### config.mk
export PLATFORM = sky130hd
export DESIGN_NAME = regfile_wb_arbiter
export DESIGN_NICKNAME = d
export VERILOG_FILES = /design/src/rtl/regfile_wb_arbiter.sv
export SDC_FILE = /design/constraint.sdc
export NUM_CORES = 1
export LEC_CHECK = 0
export BUFFER_PORTS_ARGS = -buffer_cell sky130_fd_sc_hd__buf_2
export CAP_MARGIN = 40
export CORE_ASPECT_RATIO = 1.5
export CORE_UTILIZATION = 25
export DETAILED_ROUTE_END_ITERATION = 12
export PLACE_DENSITY = 0.42
export SYNTH_ARGS = -nofsm -noshare
export SYNTH_HDL_FRONTEND = slang
export SYNTH_SLANG_ARGS = --single-unit
export TNS_END_PERCENT = 20
### constraint.sdc
create_clock -name clock -period 2.9 [get_ports clock]
set_input_delay 0.58 -clock clock [delete_from_list [all_inputs] [get_ports clock]]
set_output_delay 0.58 -clock clock [all_outputs]
set_load 0.01 [all_outputs]
### src/rtl/regfile_wb_arbiter.sv
// Arbitrates ALU and load-return writes onto a single register-file write port,
// with a 2-entry load FIFO and bounded ALU priority. Optional macro: WB_BYPASS_EN.
module regfile_wb_arbiter #(
    parameter int STARVE_LIMIT = 3
) (
    input  logic        clock,
    input  logic        reset,
    input  logic        alu_valid,
    output logic        alu_ready,
    input  logic [4:0]  alu_waddr,
    input  logic [31:0] alu_wdata,
    input  logic        mem_valid,
    output logic        mem_ready,
    input  logic [4:0]  mem_waddr,
    input  logic [31:0] mem_wdata,
    output logic        rf_we,
    output logic [4:0]  rf_waddr,
    output logic [31:0] rf_wdata,
    output logic [1:0]  load_pending
);

    localparam logic [2:0] LIMIT = 3'(STARVE_LIMIT);

    logic [4:0]  fifo_addr_reg [2];
    logic [31:0] fifo_data_reg [2];
    logic        rd_ptr_reg, wr_ptr_reg;
    logic [1:0]  count_reg, count_next;
    logic [2:0]  starve_reg, starve_next;
    logic        rf_we_reg, rf_we_next;
    logic [4:0]  rf_waddr_reg, rf_waddr_next;
    logic [31:0] rf_wdata_reg, rf_wdata_next;

    logic        fifo_nonempty;
    logic        at_limit;
    logic        pop, push, alu_grant, bypass;
    logic [4:0]  head_addr;
    logic [31:0] head_data;

    // Handshake readiness depends only on registered state, never on same-cycle pops.
    always_comb begin
        fifo_nonempty = (count_reg != 2'd0);
        at_limit      = (starve_reg == LIMIT);
        alu_ready     = !(fifo_nonempty && at_limit);
        mem_ready     = (count_reg != 2'd2);
        pop           = fifo_nonempty && (at_limit || !alu_valid);
        alu_grant     = alu_valid && !pop;
`ifdef WB_BYPASS_EN
        bypass        = !fifo_nonempty && !alu_valid && mem_valid;
`else
        bypass        = 1'b0;
`endif
        push          = mem_valid && mem_ready && !bypass;
        head_addr     = fifo_addr_reg[rd_ptr_reg];
        head_data     = fifo_data_reg[rd_ptr_reg];
    end

    // Writes to register zero still consume the slot but never assert the enable.
    always_comb begin
        rf_we_next    = 1'b0;
        rf_waddr_next = rf_waddr_reg;
        rf_wdata_next = rf_wdata_reg;
        if (pop) begin
            rf_we_next    = (head_addr != 5'd0);
            rf_waddr_next = head_addr;
            rf_wdata_next = head_data;
        end else if (alu_grant) begin
            rf_we_next    = (alu_waddr != 5'd0);
            rf_waddr_next = alu_waddr;
            rf_wdata_next = alu_wdata;
        end else if (bypass) begin
            rf_we_next    = (mem_waddr != 5'd0);
            rf_waddr_next = mem_waddr;
            rf_wdata_next = mem_wdata;
        end
    end

    always_comb begin
        count_next = count_reg;
        if (push && !pop) begin
            count_next = count_reg + 2'd1;
        end else if (pop && !push) begin
            count_next = count_reg - 2'd1;
        end
    end

    always_comb begin
        starve_next = starve_reg;
        if (pop || !fifo_nonempty) begin
            starve_next = 3'd0;
        end else if (alu_grant && !at_limit) begin
            starve_next = starve_reg + 3'd1;
        end
    end

    always_ff @(posedge clock or posedge reset) begin
        if (reset) begin
            rd_ptr_reg   <= 1'b0;
            wr_ptr_reg   <= 1'b0;
            count_reg    <= 2'd0;
            starve_reg   <= 3'd0;
            rf_we_reg    <= 1'b0;
            rf_waddr_reg <= 5'd0;
            rf_wdata_reg <= 32'd0;
        end else begin
            if (pop) begin
                rd_ptr_reg <= !rd_ptr_reg;
            end
            if (push) begin
                wr_ptr_reg <= !wr_ptr_reg;
            end
            count_reg    <= count_next;
            starve_reg   <= starve_next;
            rf_we_reg    <= rf_we_next;
            rf_waddr_reg <= rf_waddr_next;
            rf_wdata_reg <= rf_wdata_next;
        end
    end

    // Entry storage carries no reset; occupancy and pointers alone define validity.
    generate
        for (genvar gi = 0; gi < 2; gi++) begin : g_fifo_entry
            always_ff @(posedge clock) begin
                if (push && (wr_ptr_reg == 1'(gi))) begin
                    fifo_addr_reg[gi] <= mem_waddr;
                    fifo_data_reg[gi] <= mem_wdata;
                end
            end
        end
    endgenerate

    assign rf_we        = rf_we_reg;
    assign rf_waddr     = rf_waddr_reg;
    assign rf_wdata     = rf_wdata_reg;
    assign load_pending = count_reg;

endmodule
; After elaboration in Yosys (flattened, before gate mapping)
; Memories as Yosys holds them, arrays and structs flattened.
; Cells that the tools add are included.
[word_totals]
register_bits = 45
latchBits = 0
ramBits = 74
romBits = 0
output_inout_bits = 42
elab_cells = 62
memories = 2
[op_classes]
n_addsub = 3
n_mul = 0
div_mod_pow = 0
n_lt_le_gt_ge = 0
eq_ne = 2
shifts = 0
mux = 20
bitwise_logic = 1
reduce_logical = 27
[memory_table]
columns = memory, depth, width, read_ports, rd_clocked_by_memory_dff, wr, line
row1 = fifo_data_reg, 2, 32, 1, 0, 1, 25  ; logic [31:0] fifo_data_reg [2];
row2 = fifo_addr_reg, 2, 5, 1, 0, 1, 24  ; logic [4:0] fifo_addr_reg [2];
[op_table]
columns = operator, n
row1 = $mux 32, 3
row2 = $reduce_or 32->1, 1
row3 = $mux 5, 3
row4 = $mux 1, 10
row5 = $reduce_bool 5->1, 2
row6 = $logic_and 1x1->1, 9
row7 = $logic_not 1->1, 8
row8 = $reduce_bool 2->1, 4
row9 = $mux 3, 2
row10 = $reduce_or 5->1, 1
row11 = $mux 2, 2
row12 = $add 3x1->3 const B, 1
row13 = $eq 3x2->1 const B, 1
row14 = $add 2x1->2 const B, 1
row15 = $logic_or 1x1->1, 2
row16 = $ne 2x2->1 const B, 1
row17 = $sub 2x1->2 const B, 1
row18 = $not 1->1, 1

; Longest topological paths before layout
; Gate-level depths: netlist of run 1.
[depth]
ltp_word = 8
mapped_depth = 8

; Worst setup path before layout of run 1
; No wires, ideal clock.
[synth_path]
kind = register to register
from = reg count_reg[0] (netlist: load_pending[0])
to = mem fifo_addr_reg[0][0], enable pin
setup_ns = 0.431
t_arrival_ns = 2.396
slack_ns = 0.072
stages_incl_launch_ff = 4
period_less_slack_ns = 2.828
path_cell_list = dfrtp_1 nand2b_1 nand2_1 nor2_1
[synth_between]
elab_chain_len = 7
[synth_lines]
columns = element, line
row1 = "start, declared", 27  ; logic [1:0] count_reg, count_next;
row2 = "start signal, assigned", 111  ; count_reg <= count_next;
row3 = $ne 2x2->1 (*), 44  ; mem_ready = (count_reg != 2'd2);
row4 = net mem_ready, 13  ; output logic mem_ready,
row5 = $logic_and 1x1->1 (*), 52  ; push = mem_valid && mem_ready && !bypass;
row6 = $logic_and 1x1->1, 123  ; if (push && (wr_ptr_reg == 1'(gi))) begin
row7 = $mux 1, 123
row8 = $mux 1 (implied by the code), 124  ; fifo_addr_reg[gi] <= mem_waddr;
row9 = $reduce_or 5->1 (no line), n/a
row10 = $mux 1 (no line), n/a
row11 = "end, declared", 24
; The timed path passes the listed nets; every way through them passes the cells marked *.

; Worst setup path in the final report of run 1
[layout_path]
from = reg starve_reg[0]
to = out alu_ready
[layout_between]
elab_chain_len = 3
[layout_lines]
columns = element, line
row1 = "start, declared", 28  ; logic [2:0] starve_reg, starve_next;
row2 = "start signal, assigned", 112  ; starve_reg <= starve_next;
row3 = $eq 3x2->1, 42  ; at_limit = (starve_reg == LIMIT);
row4 = $logic_and 1x1->1, 43  ; alu_ready = !(fifo_nonempty && at_limit);
row5 = $logic_not 1->1, 43
row6 = "end, declared", 9  ; output logic alu_ready,
; No other way between the ends.

==> results of run 1 <==
worst max-delay path, delay by kind of cell (launching register included):
family,cells,cell delay (ps)
adders and majority gates,2,440
buffers and inverters,1,200
AOI/OAI and AO/OA,1,160
DFF,1,380
metal layers:
layer	vias to the layer above	global-route usage	part of all wire
li1	1579	-	-
met1	1667	0.142	0.39
met2	84	0.240	0.54
met3	23	0.0365	0.041
met4	6	0.0637	0.025
met5	-	0	0.0025
power by group:
part,switching (mW),internal (mW)
registers,0.273,2.33
clock network,0.760,1.26
logic,1.12,0.940
total,2.15,4.52
final timing paths:
path	start	end	slack [ps]
max	starve_reg[0]	alu_ready	740
min	reset	rf_wdata[17]	200
max reg2reg	starve_reg[0]	rf_wdata[2]	1000
min reg2reg	starve_reg[0]	starve_reg[0]	440
max in group asynchronous	reset	rf_wdata[2]	2040
min in group clock	mem_wdata[3]	fifo_data_reg[1][3]	360
logic make-up after synthesis:
| group | count (synthesis) | synth area share |
|---|---|---|
| AOI/OAI and AO/OA | 41 | 0.102 |
| xor gates and xnor gates | 5 | 0.00830 |
| adders and majority gates | 3 | 0.00711 |
| buffers and inverters | 62 | 0.0548 |
| DFF | 119 | 0.635 |
| muxes | 74 | 0.149 |
| and+or+nand+nor | 55 | 0.0443 |
area by class of cell:
cell class	count	share of cell area
flip-flops and latches	119	0.494
repair buffers	129	0.104
well taps	264	0.0487
multi-input cells	178	0.246
clock buffers	19	0.0639
inverters	42	0.0233
diodes	1	0.000369
clock inverters	13	0.0196
cells in the final DEF (no fill, tap or decap), types with 2 or more instances in the layout:
master,count
mux2_2,19
a221oi_2,29
clkinv_4,3
a221oi_1,8
nor2_4,2
xnor2_1,3
nor3_1,2
xor2_1,2
clkbuf_1,2
ha_1,3
mux2i_1,37
mux2_1,18
buf_2,119
dfrtp_1,44
clkinv_2,4
clkinvlp_4,3
clkbuf_16,17
inv_2,2
buf_4,7
nor2_1,41
buf_12,3
bufinv_16,2
edfxtp_1,74
inv_1,40
per-stage QoR:
stage | worst slack, ps | power (mW) | hold WS (ps)
floorplan | 72.4 | 4.02 | 410
CTS | 720 | 6.79 | 222
finish | 736 | 6.67 | 205
global placement | 1010 | 4.65 | 422
global route | 675 | 7.07 | 235
detailed placement | 993 | 4.74 | 431
==> impl_metrics.py, run 1 <==
metrics = {
    "die": {
        "pin_count": 120,
        "rows": 64,
        "initial_utilization": 0.256,
        "die-area_um2": 21700,
        "core_area_um2": 20600,
        "die_y_um": 180,
        "chipWidth_um": 121,
    },
    "timing": {
        "finalMaxSlewViolations": 0,
        "fin_crit_ps": 2160,
        "worstMarginPinSlew_ps": 768,
        "rsz0062_at_grt": "no",
        "fmaxAchievable_mhz": 462,
        "slew-limit-headroom": 0.488,
        "finalClockSkew_ps": 8.80,
        "setup_viol": 0,
        "tns_ps": 0,
        "hold_viol": 0,
        "final_min_period_over_clock_period": 0.746,
    },
    "cells_and_area": {
        "multi_input_area_um2": 1660,
        "regArea_um2": 3350,
        "drive_gt1_frac": 0.428,
        "fin_util": 0.329,
        "design_area_um2": 6780,
        "largest_reg_flops": 64,
        "nets": 568,
        "layoutNonFillerInstCount": 765,
        "fillCellCount": 2049,
        "syn2layout_area_growth_pct": 28.5,
    },
    "clock_tree": {
        "hold_buffers": 0,
        "clockBufferDepth": 2,
        "cts_inserted_buffers": 17,
        "cts_tree": "built",
        "cts_resized": 0,
        "post_cts_buffers": 0,
        "worstSkewPairLatency_ps": 410,
        "h-tree-depth": 4,
        "clk_pin_slew_ps": 60,
        "cts.sinks": 119,
        "root_buffer": "clkbuf_16",
    },
    "placement": {
        "place_inst": 732,
        "hpwl_um": 9010,
        "dpl_cell_area_um2": 6210,
        "gp_congestion": 0.723,
        "io_buffers": 119,
    },
    "yosys": {
        "seq_area_frac_synth": 0.635,
        "ys_top_cells_by_count": "edfxtp_1 (74), dfrtp_1 (45), nor2_1 (43)",
        "syn_nets": 440,
        "synth.area.top_cells": "edfxtp_1 (42%), dfrtp_1 (21%), a221oi_2 (8.3%)",
        "async_flop_share": 0.378,
        "yosysTopAreaCell": "edfxtp_1",
        "synth_edf_count": 74,
        "synth_cell_types": 32,
        "synthMostInstantiatedCell": "edfxtp_1",
        "synth-seq-cells": 119,
        "synth_ff_type": "edfxtp_1",
        "yosysWarnings": 0,
        "yosysTopAreaCellShare": 0.421,
        "syn_area_um2": 5280,
        "avgSynthCellArea_um2": 14.7,
        "netlist_instances": 359,
    },
    "global_route": {
        "grt_overflow": 0,
        "grt_antenna_before_repair": 4,
        "grt_max_degree": 39,
        "grt.total_usage": 0.133,
        "grt_pass1_wl_um": 20700,
        "grt_pass1_vias": 3621,
    },
    "detailed_routing": {
        "drtPass1Iterations": 4,
        "finalWirelength_um": 13700,
        "vias_per_cell": 4.39,
        "via_count": 3359,
        "wl_per_cell_um": 18.0,
        "drtIter0Drc": 149,
        "route.detailed.drc": 0,
        "postRouteAntennaNets": 0,
    },
    "setup_path": {
        "worst_setup_path_start_kind": "register",
        "path_max_fanout": 8,
        "arrival_ps": 1580,
        "crit_top_cell": "ha_1",
        "critPathKind": "reg2out",
        "ff2ff_path_depth": 6,
        "critPathSlowestCell": "dfrtp_1",
        "crit_chain": "ha_1, ha_1, o21ai_4, buf_2",
        "max_stage_delay_ps": 380,
        "worstPathRequired_ps": 2320,
        "endpoint_kind": "primary output",
    },
    "power": {
        "p_leak_nw": 2.74,
        "ir_drop_uv": 403,
        "powerDensity_nw_per_um2": 984,
    },
    "min_path": {
        "holdCritPathClass": "in2async",
    },
    "run_status": {
        "status": "completed",
    },
    "flow_run": {
        "drv_cap": 0,
    },
}
(Power assumes the default switching activity.)
==> run 2: changes to the inputs <==
==> constraint.sdc (replaced) <==
create_clock -name clock -period 2 [get_ports clock]
set_input_delay 0.4 -clock clock [delete_from_list [all_inputs] [get_ports clock]]
set_output_delay 0.4 -clock clock [all_outputs]
set_load 0.01 [all_outputs]
==> impl_metrics.py, run 2 (synthesis results as in run 1) <==
metrics = {
    "cells_and_area": {
        "regArea_um2": 3350,
        "drive_gt1_frac": 0.440,
        "layout_commonest_cell": "buf_2",
        "layout_common_cells": "buf_2 (119), edfxtp_1 (74), dfrtp_1 (44)",
        "multi_input_area_um2": 1670,
        "design_area_um2": 6980,
        "nets": 575,
        "largest_reg_flops": 64,
        "fillCellCount": 2026,
        "syn2layout_area_growth_pct": 32.3,
    },
    "detailed_routing": {
        "finalWirelength_um": 13800,
        "drtPass1Iterations": 4,
        "via_count": 3386,
        "wl_per_cell_um": 17.8,
        "vias_per_cell": 4.39,
        "drtIter0Drc": 91,
        "postRouteAntennaNets": 0,
        "route.detailed.drc": 0,
    },
    "placement": {
        "dpl_cell_area_um2": 6310,
        "place_ws_ps": 205,
        "hpwl_um": 9010,
        "gp_congestion": 0.676,
        "io_buffers": 119,
    },
    "clock_tree": {
        "cts_tree": "built",
        "h-tree-depth": 4,
        "clk_pin_slew_ps": 60,
        "clockBufferDepth": 2,
        "root_buffer": "clkbuf_16",
        "hold_buffers": 0,
        "cts_inserted_buffers": 17,
        "cts.sinks": 119,
        "worstSkewPairLatency_ps": 410,
    },
    "timing": {
        "rsz0062_at_grt": "no",
        "final_min_period_over_clock_period": 0.959,
        "worstMarginPinSlew_ps": 459,
        "slew-limit-headroom": 0.694,
        "finalWorstSetupSlack_ps": 81.5,
        "setup_viol": 0,
        "fin_crit_ps": 1920,
        "finalClockSkew_ps": 7.64,
        "fmaxAchievable_mhz": 521,
        "finalMaxSlewViolations": 0,
        "hold_viol": 0,
    },
    "die": {
        "initial_utilization": 0.256,
        "die-area_um2": 21700,
        "die_y_um": 180,
        "rows": 64,
        "pin_count": 120,
        "chipWidth_um": 121,
        "core_area_um2": 20600,
    },
    "setup_path": {
        "worstPathRequired_ps": 1600,
        "endpoint_kind": "primary output",
        "worst_setup_path_start_kind": "register",
        "path_max_fanout": 3,
        "critPathSlowestCell": "dfrtp_1",
        "critPathKind": "reg2out",
        "max_stage_delay_ps": 380,
        "arrival_ps": 1520,
        "crit_chain": "ha_1, ha_2, o21ai_4, buf_12, buf_2",
        "critical_path.top_delay_family": "adder cells",
        "cp_num_buf_inv": 2,
    },
    "min_path": {
        "holdCritPathClass": "in2async",
    },
    "global_route": {
        "grt_overflow": 0,
        "grt_pass1_vias": 3741,
        "grt_max_degree": 46,
        "grt_pass1_wl_um": 21200,
        "grt.total_usage": 0.136,
        "grt_antenna_before_repair": 2,
    },
    "power": {
        "powerDensity_nw_per_um2": 1450,
        "ir_drop_uv": 469,
        "p_leak_nw": 2.84,
    },
    "flow_run": {
        "drv_cap": 0,
    },
    "run_status": {
        "status": "completed",
    },
}
-- run 2: layout make-up --
cell class | instances | area share
clock buffers | 18 | 0.0615
repair buffers | 136 | 0.123
diodes | 1 | 0.000359
well taps | 264 | 0.0473
multi-input cells | 178 | 0.239
flip-flops and latches | 119 | 0.480
inverters | 42 | 0.0226
clock inverters | 14 | 0.0260
-- run 2: path summary, 6_finish.rpt --
check                              startpoint              endpoint  slack, ps  cells after the start
max in group asynchronous               reset            rd_ptr_reg       1710                      3
worst max register to register  starve_reg[0]       load_pending[1]        240                      8
worst min register to register  starve_reg[0]         starve_reg[0]        530                      2
worst max-delay path            starve_reg[0]             alu_ready         80                      5
min in group clock              mem_wdata[17]  fifo_data_reg[0][17]        170                      1
worst min-delay path                    reset          rf_wdata[24]         30                      3
-- run 2: tightest hold or removal path, cell delays in order --
cell    delay [ps]
buf_2          100
inv_2           60
buf_12         260
-- run 2: what timing repair did --
action / 4_1_cts / 5_1_grt
endpoints found under the setup margin: 1 / 1
setup buffers: 1 / 2
gates resized for setup: 0 / 1
cloned: 1 / 0
-- run 2: where the power goes --
group	switching, mW	internal, mW	total, mW
clock network	1.09	2.07	3.16
registers	0.387	3.37	3.76
logic	1.70	1.51	3.21
-- run 2: routing by layer --
| metal | GRT usage | up-vias | share of wire |
|---|---|---|---|
| met4 | 0.0578 | 2 | 0.023 |
| met1 | 0.141 | 1688 | 0.39 |
| met3 | 0.0406 | 24 | 0.040 |
| met2 | 0.248 | 81 | 0.54 |
| met5 | 0 | - | 0.00073 |
| li1 | - | 1591 | - |
-- run 2: through the flow --
step / utilization / std cells / total power, mW / setup TNS [ps] / hold WS [ps]
detailed placement: 0.306 / 735 / 7.04 / 0 / 428
CTS: 0.338 / 769 / 10.3 / 0 / 30.8
finish: 0.339 / 772 / 10.1 / 0 / 34.0
global route: 0.339 / 772 / 10.7 / 0 / 44.6
floorplan: - / 359 / 5.83 / -3080 / 410
global placement: 0.306 / 735 / 6.98 / 0 / 418
